[src/rtl/multicycle_ctrl.sv]
// Multicycle processor control FSM: sequences fetch/decode/execute/memory/writeback,
// traps on illegal opcodes and counts retired instructions.
module multicycle_ctrl (
    input  logic        clock,
    input  logic        reset,
    input  logic        run,
    input  logic [31:0] opcode_onehot,
    input  logic        imem_ready,
    input  logic        dmem_ready,
    output logic        imem_re,
    output logic        ir_en,
    output logic        pc_en,
    output logic        pc_load,
    output logic        br_eval,
    output logic        dmem_re,
    output logic        dmem_we,
    output logic        reg_we,
    output logic [2:0]  state,
    output logic        illegal,
    output logic [15:0] retired
);

    typedef enum logic [2:0] {
        StIdle   = 3'd0,
        StFetch  = 3'd1,
        StDecode = 3'd2,
        StExec   = 3'd3,
        StMem    = 3'd4,
        StWb     = 3'd5,
        StTrap   = 3'd6,
        StBad    = 3'd7
    } state_e;

    typedef enum logic [2:0] {
        ClsNone   = 3'd0,
        ClsAlu    = 3'd1,
        ClsLoad   = 3'd2,
        ClsStore  = 3'd3,
        ClsBranch = 3'd4,
        ClsJump   = 3'd5,
        ClsJal    = 3'd6
    } class_e;

    // Opcode-decoder bit positions belonging to each instruction class.
    localparam logic [31:0] AluMask    = 32'h0020_0021;
    localparam logic [31:0] LoadMask   = 32'h0000_0100;
    localparam logic [31:0] StoreMask  = 32'h0000_0080;
    localparam logic [31:0] BranchMask = 32'h0000_0044;
    localparam logic [31:0] JumpMask   = 32'h0000_0012;
    localparam logic [31:0] JalMask    = 32'h0000_0008;

    state_e      state_q, state_d;
    class_e      class_q, class_d;
    logic        illegal_q, illegal_d;
    logic [15:0] retired_q, retired_d;

    class_e      dec_class;
    logic        is_onehot;
    logic        complete;
    state_e      next_fetch;

    // Classify the decoder output; anything not exactly one known bit is illegal.
    always_comb begin
        is_onehot = (opcode_onehot != 32'd0) &&
                    ((opcode_onehot & (opcode_onehot - 32'd1)) == 32'd0);
        dec_class = ClsNone;
        if (is_onehot) begin
            if      ((opcode_onehot & AluMask)    != 32'd0) dec_class = ClsAlu;
            else if ((opcode_onehot & LoadMask)   != 32'd0) dec_class = ClsLoad;
            else if ((opcode_onehot & StoreMask)  != 32'd0) dec_class = ClsStore;
            else if ((opcode_onehot & BranchMask) != 32'd0) dec_class = ClsBranch;
            else if ((opcode_onehot & JumpMask)   != 32'd0) dec_class = ClsJump;
            else if ((opcode_onehot & JalMask)    != 32'd0) dec_class = ClsJal;
            else                                             dec_class = ClsNone;
        end
    end

    // Next-state, class, trap flag and retire counter.
    always_comb begin
        state_d    = state_q;
        class_d    = class_q;
        illegal_d  = illegal_q;
        retired_d  = retired_q;
        complete   = 1'b0;
        // run only matters when an instruction completes (or from IDLE).
        next_fetch = run ? StFetch : StIdle;

        case (state_q)
            StIdle: begin
                if (run) state_d = StFetch;
            end
            StFetch: begin
                if (imem_ready) state_d = StDecode;
            end
            StDecode: begin
                class_d = dec_class;
                if (dec_class == ClsNone) begin
                    state_d   = StTrap;
                    illegal_d = 1'b1;
                end else begin
                    state_d = StExec;
                end
            end
            StExec: begin
                case (class_q)
                    ClsAlu, ClsJal:     state_d = StWb;
                    ClsLoad, ClsStore:  state_d = StMem;
                    ClsBranch, ClsJump: begin
                        state_d  = next_fetch;
                        complete = 1'b1;
                    end
                    default: begin
                        state_d   = StTrap;
                        illegal_d = 1'b1;
                    end
                endcase
            end
            StMem: begin
                if (dmem_ready) begin
                    if (class_q == ClsLoad) begin
                        state_d = StWb;
                    end else begin
                        state_d  = next_fetch;
                        complete = 1'b1;
                    end
                end
            end
            StWb: begin
                state_d  = next_fetch;
                complete = 1'b1;
            end
            StTrap: begin
                state_d = StTrap;
            end
            default: begin
                state_d = StIdle;
            end
        endcase

        if (complete) retired_d = retired_q + 16'd1;
    end

    // State registers with synchronous active-low reset taking priority.
    always_ff @(posedge clock) begin
        if (!reset) begin
            state_q   <= StIdle;
            class_q   <= ClsNone;
            illegal_q <= 1'b0;
            retired_q <= 16'd0;
        end else begin
            state_q   <= state_d;
            class_q   <= class_d;
            illegal_q <= illegal_d;
            retired_q <= retired_d;
        end
    end

    // Datapath strobes decoded from state, class and ready inputs only.
    always_comb begin
        imem_re = 1'b0;
        ir_en   = 1'b0;
        pc_en   = 1'b0;
        pc_load = 1'b0;
        br_eval = 1'b0;
        dmem_re = 1'b0;
        dmem_we = 1'b0;
        reg_we  = 1'b0;
        case (state_q)
            StFetch: begin
                imem_re = 1'b1;
                ir_en   = imem_ready;
                pc_en   = imem_ready;
            end
            StExec: begin
                br_eval = (class_q == ClsBranch);
                pc_load = (class_q == ClsJump) || (class_q == ClsJal);
            end
            StMem: begin
                dmem_re = (class_q == ClsLoad);
                dmem_we = (class_q == ClsStore);
            end
            StWb: begin
                reg_we = 1'b1;
            end
            default: begin
            end
        endcase
    end

    assign state   = state_q;
    assign illegal = illegal_q;
    assign retired = retired_q;

endmodule
[config.mk]
export PLATFORM = sky130hd
export DESIGN_NAME = multicycle_ctrl
export DESIGN_NICKNAME = d
export VERILOG_FILES = /design/src/rtl/multicycle_ctrl.sv
export SDC_FILE = /design/constraint.sdc
export NUM_CORES = 1
export LEC_CHECK = 0
export BUFFER_PORTS_ARGS = -buffer_cell sky130_fd_sc_hd__buf_4
export CAP_MARGIN = 20
export CORE_UTILIZATION = 25
export CTS_BUF_LIST = sky130_fd_sc_hd__clkbuf_2
export DETAILED_ROUTE_END_ITERATION = 8
export GPL_TIMING_DRIVEN = 0
export PLACE_DENSITY = 0.46
export SLEW_MARGIN = 20
export SYNTH_ARGS = -nofsm -noshare
export SYNTH_HDL_FRONTEND = slang
export SYNTH_SLANG_ARGS = --single-unit
[constraint.sdc]
create_clock -name clock -period 3.5 [get_ports clock]
set_input_delay 0.7 -clock clock [delete_from_list [all_inputs] [get_ports clock]]
set_output_delay 0.7 -clock clock [all_outputs]
set_load 0.01 [all_outputs]
Yosys cells after proc, flatten, opt, wreduce, memory -nomap -nowiden
Cells that the tools add are included.

Shift operators: 0. Add/sub/neg operators: 2. Bitwise gates (word level): 1. Div/mod/pow operators: 0. Equal/unequal tests: 17. $lt $le $gt $ge: 0. Multiplexer cells: 29. $mul: 0. Reduce and logical (&&, ||, !) cells: 16.

Operators by type and width (count): nonzero test 32 bit (4); two-way mux 3 bit (12); AND 32 bit (1); zero test 32 bit (1); subtractor 32 x 1 -> 32 bit, second input constant (1); one-hot mux 3 bit (7 select lines) (1); equality test 3 bit, second input constant (6); adder 16 x 1 -> 16 bit, second input constant (1); two-way mux 1 bit (13); equality test 3 x 2 -> 1 bit, second input constant (4); != test 2 bit, second input constant (5); one-hot mux 3 bit (3 select lines) (1); equality test 3 x 1 -> 1 bit, second input constant (2); zero test 3 bit (2); AND reduction 3 bit (2); OR reduction 2 bit (3); OR reduction 6 bit (1); one-hot mux 1 bit (3 select lines) (1); one-hot mux 1 bit (2 select lines) (1); nonzero test 2 bit (1); logical AND 1 bit (1); logical OR 1 bit (1).

Register bits: 23. Memory bits (read-only): 0. Bits in latches: 0. Memories kept: 0. Output and inout port bits: 28. Bits in writable memories: 0.

Longest topological paths before layout
Gate-level depths: netlist (run 1).

Word-level depth: 10. Gate-level depth with buffers: 8. Gate-level depth less buffers: 7.

Worst setup path before layout (run 1)
OpenSTA, ideal clock, no wires.

Path type: input port to flip-flop. From: input opcode_onehot[1]. To: register state_q[2], in the netlist state[2]. Library setup time: 121 ps. Data required time: 3379 ps. Path slack: 833 ps. Stages on the path: 7. Arrival: 2546 ps. Path through: or4_4 or4_1 a221oi_2 nand4_1 nor4_2 a41o_1 nand3_1.

Longest elaborated chain between the ends: 10. Elaborated cells on any way between the ends: 15. Those cells by class: 1 x add/sub; 8 x mux; 1 x bitwise; 5 x reduce/logical.

RTL lines: start: declaration (RTL line 7) `input logic [31:0] opcode_onehot,`; branches (longest 6 deep; another with subtractor 32 x 1 -> 32 bit); two-way mux 3 bit (*) (RTL line 67) `if (is_onehot) begin`; zero test 3 bit (*) (RTL line 97) `if (dec_class == ClsNone) begin`; two-way mux 3 bit (*) (RTL line 97); one-hot mux 3 bit (7 select lines) (*) (RTL line 88) `case (state_q)`; end signal: assignment (RTL line 146) `state_q <= StIdle;`; end signal: assignment (RTL line 151) `state_q <= state_d;`; end: declaration (RTL line 52) `state_e state_q, state_d;`.

Every way passes the cells marked *. A chain may end at the register's enable or synchronous reset.

Worst setup path after layout (run 1)
From: input opcode_onehot[1]. To: register class_q[2].

Longest elaborated chain between the ends: 7. Elaborated cells on any way between the ends: 12. Those cells by class: 1 x add/sub; 6 x mux; 1 x bitwise; 4 x reduce/logical.

RTL lines: branches (longest 6 deep; another with subtractor 32 x 1 -> 32 bit); two-way mux 3 bit (*) (RTL line 67); end signal: assignment (RTL line 147) `class_q <= ClsNone;`; end signal: assignment (RTL line 152) `class_q <= class_d;`; end: declaration (RTL line 53) `class_e class_q, class_d;`.

Marked as above.

==> results of run 1 <==
==> cells in the final DEF (no fill, tap or decap), types with 3 or more instances in the layout <==
master and instances:
a21boi_0 4, a21oi_1 6, and2_1 12, and3_1 5, buf_4 65, clkbuf_1 11, clkbuf_2 3, dfxtp_1 23
inv_1 4, mux2i_1 3, nand2_1 18, nand2b_1 4, nand3_1 15, nand4_1 9, nor2_1 19, nor2b_1 4
nor3_1 12, nor4_1 11, o21ai_0 6, o21ai_1 5, o22ai_1 3, o32ai_1 3, or3_1 11, or4_1 4
xnor2_1 8, xor2_1 5
==> final timing paths <==
| kind | end | depth (start not counted) |
|---|---|---|
| max reg2reg | retired[15] | 8 |
| max | class_q[2] | 9 |
| min reg2reg | retired[10] | 2 |
| min | retired[10] | 2 |
==> kinds of logic after synthesis <==
| family | share of synthesized area |
|---|---|
| DFF | 0.254 |
| buffers and inverters | 0.0380 |
| xor gates and xnor gates | 0.0629 |
| muxes | 0.0166 |
| AOI/OAI and AO/OA | 0.192 |
| and+or+nand+nor | 0.429 |
| adders and majority gates | 0.00691 |
==> routing by layer <==
layer	track usage	part of all wire	up-vias	wire length, um
met5	0	0	-	0
met4	0.0283	0.012	0	61
met3	0.0265	0.050	7	259
met2	0.230	0.46	59	2400
met1	0.182	0.48	946	2470
li1	-	-	1050	-
==> cell type report <==
cell class | instances | area [um2]
plain buffers | 13 | 53.8
clock buffers | 3 | 15.0
fillers | 797 | 4480
clock inverters | 1 | 5.00
inverters | 4 | 15.0
multi-input cells | 202 | 1280
repair buffers | 64 | 480
well taps | 96 | 120
flip-flops and latches | 23 | 460
==> stage by stage <==
step / hold slack [ns] / std cells / cell area (um2) / util
after global routing: 0.577 / 406 / 2430 / 0.352
final: 0.533 / 406 / 2430 / 0.352
after global placement: 0.489 / 402 / 2410 / 0.349
after detailed placement: 0.503 / 402 / 2410 / 0.349
after CTS: 0.539 / 406 / 2430 / 0.352
after floorplan: 0.520 / 242 / 1810 / -
==> power groups by stage <==
stage	clock, mW	sequential [mW]	combinational, mW
final	0.111	0.295	0.290
after global routing	0.135	0.299	0.320
after CTS	0.122	0.295	0.291
after detailed placement	0	0.300	0.290
after global placement	0	0.300	0.295
after floorplan	0	0.304	0.154
==> critical path, stage by stage <==
cell	delay, ns
buf_4	0.13
nor4_2	0.59
nand4bb_1	0.16
buf_2	0.20
or3_1	0.37
a31o_1	0.23
nor4_2	0.30
nand4_1	0.24
o21ai_1	0.18
==> sequential cells by signal, summed over array words and instances, names as in the netlist <==
signal / flops
state: 3
retired: 16
illegal: 1
class_q: 3
==> results.json, run 1 <==
{
  "status": "complete, no violations",
  "final.setup.worst_slack_ns": 0.706,
  "wl_per_cell_um": 12.8,
  "vias": 2062,
  "postSynthAreaPerCell_um2": 7.48,
  "hold_start": "retired[10]",
  "cp_max_fo": 8,
  "ant_nets": 0,
  "ys.flop_type": "dfxtp_1",
  "gp_congestion": 0.803,
  "crit_path_end_kind": "register",
  "yosysUniqueCellTypes": 53,
  "p_int_uw": 433,
  "dp_hpwl_mm": 4.15,
  "antenna_found_initial": 0,
  "rr_startpoint": "state[2]",
  "p_sw_uw": 263,
  "hold_viol": 0,
  "hold_path.class": "reg -> reg",
  "critPathLaunch": "opcode_onehot[1]",
  "io_buffers": 64,
  "clockBufferDepth": 2,
  "clock_skew_ns": 0.00299,
  "peakVddDrop_v": 0.000105,
  "synth-edff-count": 0,
  "die_h_um": 87.1,
  "slew-limit-headroom": 0.583,
  "row_count": 30,
  "async_flop_share": 0,
  "overflow": 0,
  "die_w_um": 87.1,
  "max_cap_viol_count": 0,
  "yosysTopAreaCellShare": 0.254,
  "drc_errors": 0,
  "synth_area_leaders": "dfxtp_1 25%, and2_1 4.1%, nand3_1 4.1%, nor2_1 3.9%, xnor2_1 3.9%",
  "cts-root-buf": "clkbuf_2",
  "finalCriticalPeriod_ns": 2.79,
  "dieArea_mm2": 0.00759,
  "clock_latency_ns": 0.34,
  "cts_setup_buffers": 0,
  "cts_hold_buf": 0,
  "start_kind": "input port",
  "p_total_uw": 697,
  "yosys_warnings": 0,
  "drt-initial-drc-count": 73,
  "power_density_mw_per_mm2": 287,
  "synthCells": 242,
  "synth_area_mm2": 0.00181,
  "p_comb_frac": 0.417,
  "final_nets": 349,
  "grt_pass1_wl_mm": 8.45,
  "clkPwrFrac": 0.159,
  "wl_mm": 5.19,
  "initial_core_util": 0.262,
  "pre_cts_slack_ns": 0.313,
  "required_ns": 3.80,
  "syn_to_final_growth_pct": 34.3,
  "grt_start_max_net_pins": 14,
  "coreArea_mm2": 0.00691,
  "dr.pass1.iters": 4,
  "htree_levels": 1,
  "syn_nets": 280,
  "synth_area_leader_cell": "dfxtp_1",
  "grt_util_all_layers": 0.137,
  "drive_gt1_frac": 0.252,
  "synth.most_common_cell": "dfxtp_1",
  "p_seq_frac": 0.424,
  "numCtsBuffers": 3,
  "cts_resized": 0,
  "worst-r2r-setup-slack_ns": 0.87,
  "leakage_nw": 0.939,
  "grt_pass1_vias": 1845,
  "drv_slew": 0,
  "swShare": 0.378,
  "clock_sinks": 23,
  "cts_tree": "yes",
  "tightestPinTransition_ns": 0.620,
  "yosysSeqAreaShare": 0.254,
  "clk_pin_slew_ns": 0.23,
  "setup_violations": 0,
  "diodes": 0,
  "ys_top_cells_by_count": "23 x dfxtp_1, 19 x nor2_1, 18 x nand2_1",
  "fmax_mhz": 358,
  "arrival_ns": 3.09,
  "io-pin-count": 65,
  "fin_tns_setup_ns": 0,
  "synth_seq_cells": 23,
  "rsz0062_at_grt": "no",
  "path_class": "in -> reg",
  "via_per_inst": 5.08,
  "period_share": 0.798
}
No activity file was read; power rests on OpenSTA's default activity.
==> inputs of run 2 (changes only) <==
ABC_AREA = 1   (was default)
PLACE_DENSITY = 0.45   (was 0.46)
clock period = 2.6 ns   (was 3.5 ns; I/O delays follow)
==> results.json, run 2 <==
{
  "fmax_mhz": 437,
  "antenna_found_initial": 0,
  "start_kind": "input port",
  "grt_util_all_layers": 0.146,
  "io-pin-count": 65,
  "finalCriticalPeriod_ns": 2.29,
  "die_w_um": 91.3,
  "peakVddDrop_v": 0.000132,
  "cts_tree": "yes",
  "drive_gt1_frac": 0.197,
  "htree_levels": 1,
  "cts-root-buf": "clkbuf_2",
  "status": "complete, no violations",
  "max_cap_viol_count": 0,
  "postSynthAreaPerCell_um2": 5.40,
  "clock_skew_ns": 0.0425,
  "grt_pass1_wl_mm": 10.0,
  "final_area_mm2": 0.00262,
  "clockBufferDepth": 2,
  "yosys_warnings": 0,
  "clk_pin_slew_ns": 0.26,
  "cts_setup_buffers": 0,
  "largest_register_ffs": 16,
  "initial_core_util": 0.258,
  "yosysTopAreaCellShare": 0.231,
  "numCtsBuffers": 3,
  "dr.pass1.iters": 5,
  "dp.cells": 535,
  "leakage_nw": 1.14,
  "layout_common_cells": "98 x nor2_1, 92 x nand2_1, 65 x buf_4",
  "via_per_inst": 4.46,
  "tightestPinTransition_ns": 0.474,
  "wl_mm": 6.00,
  "hold_viol": 0,
  "period_share": 0.879,
  "clock_sinks": 23,
  "arrival_ns": 2.55,
  "io_buffers": 64,
  "required_ns": 2.87,
  "syn_nets": 407,
  "yosysSeqAreaShare": 0.231,
  "vias": 2402,
  "clock_latency_ns": 0.35,
  "ys_top_cells_by_count": "98 x nor2_1, 92 x nand2_1, 49 x inv_1",
  "overflow": 0,
  "hold_path.class": "in -> reg",
  "row_count": 32,
  "cts_resized": 0,
  "cp_max_fo": 5,
  "grt_start_max_net_pins": 14,
  "wl_per_cell_um": 11.1,
  "layout_commonest_cell": "nor2_1",
  "dieArea_mm2": 0.00833,
  "synthCells": 369,
  "crit_path_end_kind": "register",
  "slew-limit-headroom": 0.681,
  "async_flop_share": 0,
  "synth_area_leader_cell": "dfxtp_1",
  "rsz0062_at_grt": "no",
  "diodes": 0,
  "p_total_mw": 1.02,
  "instances_no_fill": 539,
  "ys.flop_type": "dfxtp_1",
  "grt_pass1_vias": 2210,
  "cts_hold_buf": 0,
  "synth_seq_cells": 23,
  "final_nets": 476,
  "coreArea_mm2": 0.00773,
  "synth_area_leaders": "dfxtp_1 23%, nor2_1 18%, nand2_1 17%, inv_1 9.2%, o21ai_0 5.5%",
  "setup_violations": 0,
  "power_density_mw_per_mm2": 390,
  "path_class": "in -> reg",
  "synth-edff-count": 0,
  "syn_to_final_growth_pct": 31.5,
  "fin_tns_setup_ns": 0,
  "yosysUniqueCellTypes": 34,
  "place_area_mm2": 0.00260,
  "drv_slew": 0,
  "die_h_um": 91.3,
  "ant_nets": 0,
  "drt-initial-drc-count": 67,
  "synth_area_mm2": 0.00199,
  "synth.most_common_cell": "nor2_1",
  "dp_hpwl_mm": 5.18,
  "gp_congestion": 0.868,
  "drc_errors": 0
}
[run 2: cell families after synthesis]
logic type / Yosys count / synth area share
simple gates: 237 / 0.511
fa+ha+maj: 1 / 0.00628
flops: 23 / 0.231
buf+inv: 55 / 0.107
compound gates: 53 / 0.144
[run 2: cell type report]
type | instances | area (um2)
Buffer | 2 | 11.3
Clock buffer | 3 | 15.0
Clock inverter | 1 | 5.00
Fill cell | 879 | 5110
Inverter | 53 | 201
Multi-Input combinational cell | 291 | 1320
Sequential cell | 23 | 460
Tap cell | 102 | 128
Timing Repair Buffer | 64 | 480
[run 2: where the power goes]
group | internal [mW] | total [mW] | switching, mW
Clock | 0.0348 | 0.150 | 0.115
Sequential | 0.390 | 0.449 | 0.0588
Combinational | 0.183 | 0.423 | 0.241
Total | 0.608 | 1.02 | 0.415
[run 2: layer usage]
layer  global-route usage  up-vias  wire, um
li1                     -     1308         -
met1                0.206     1029      3060
met2                0.236       61      2670
met3               0.0201        4       246
met4               0.0291        0        19
met5                    0        -         0
[run 2: stage by stage]
step	util	hold slack (ns)	setup slack [ns]
detailed placement	0.336	0.471	0.00111
global placement	0.336	0.472	-0.00359
floorplan	-	0.495	0.655
global route	0.339	0.375	0.143
finish	0.339	0.409	0.314
CTS	0.339	0.401	0.329
[run 2: path summary, 6_finish.rpt]
path	from	end	slack, ns	cells past startpoint
setup / recovery	opcode_onehot[0]	state[0]	0.31	16
hold reg to reg	retired[4]	retired[4]	0.50	2
setup reg to reg	retired[1]	retired[12]	0.52	9
hold / removal	reset	retired[5]	0.41	3
[run 2: worst max-delay path: stages]
cell     delay (ns)
buf_4          0.13
nor2_2         0.23
nand2_1        0.17
nor2_1         0.12
nand2_1        0.11
o21ai_0        0.19
nand2_1        0.11
nor2_1         0.10
nand2_1        0.07
nor2_1         0.24
nand3_1        0.18
nand2_1        0.10
nand2_1        0.05
nand2_1        0.06
nand2_1        0.07
a21oi_2        0.11
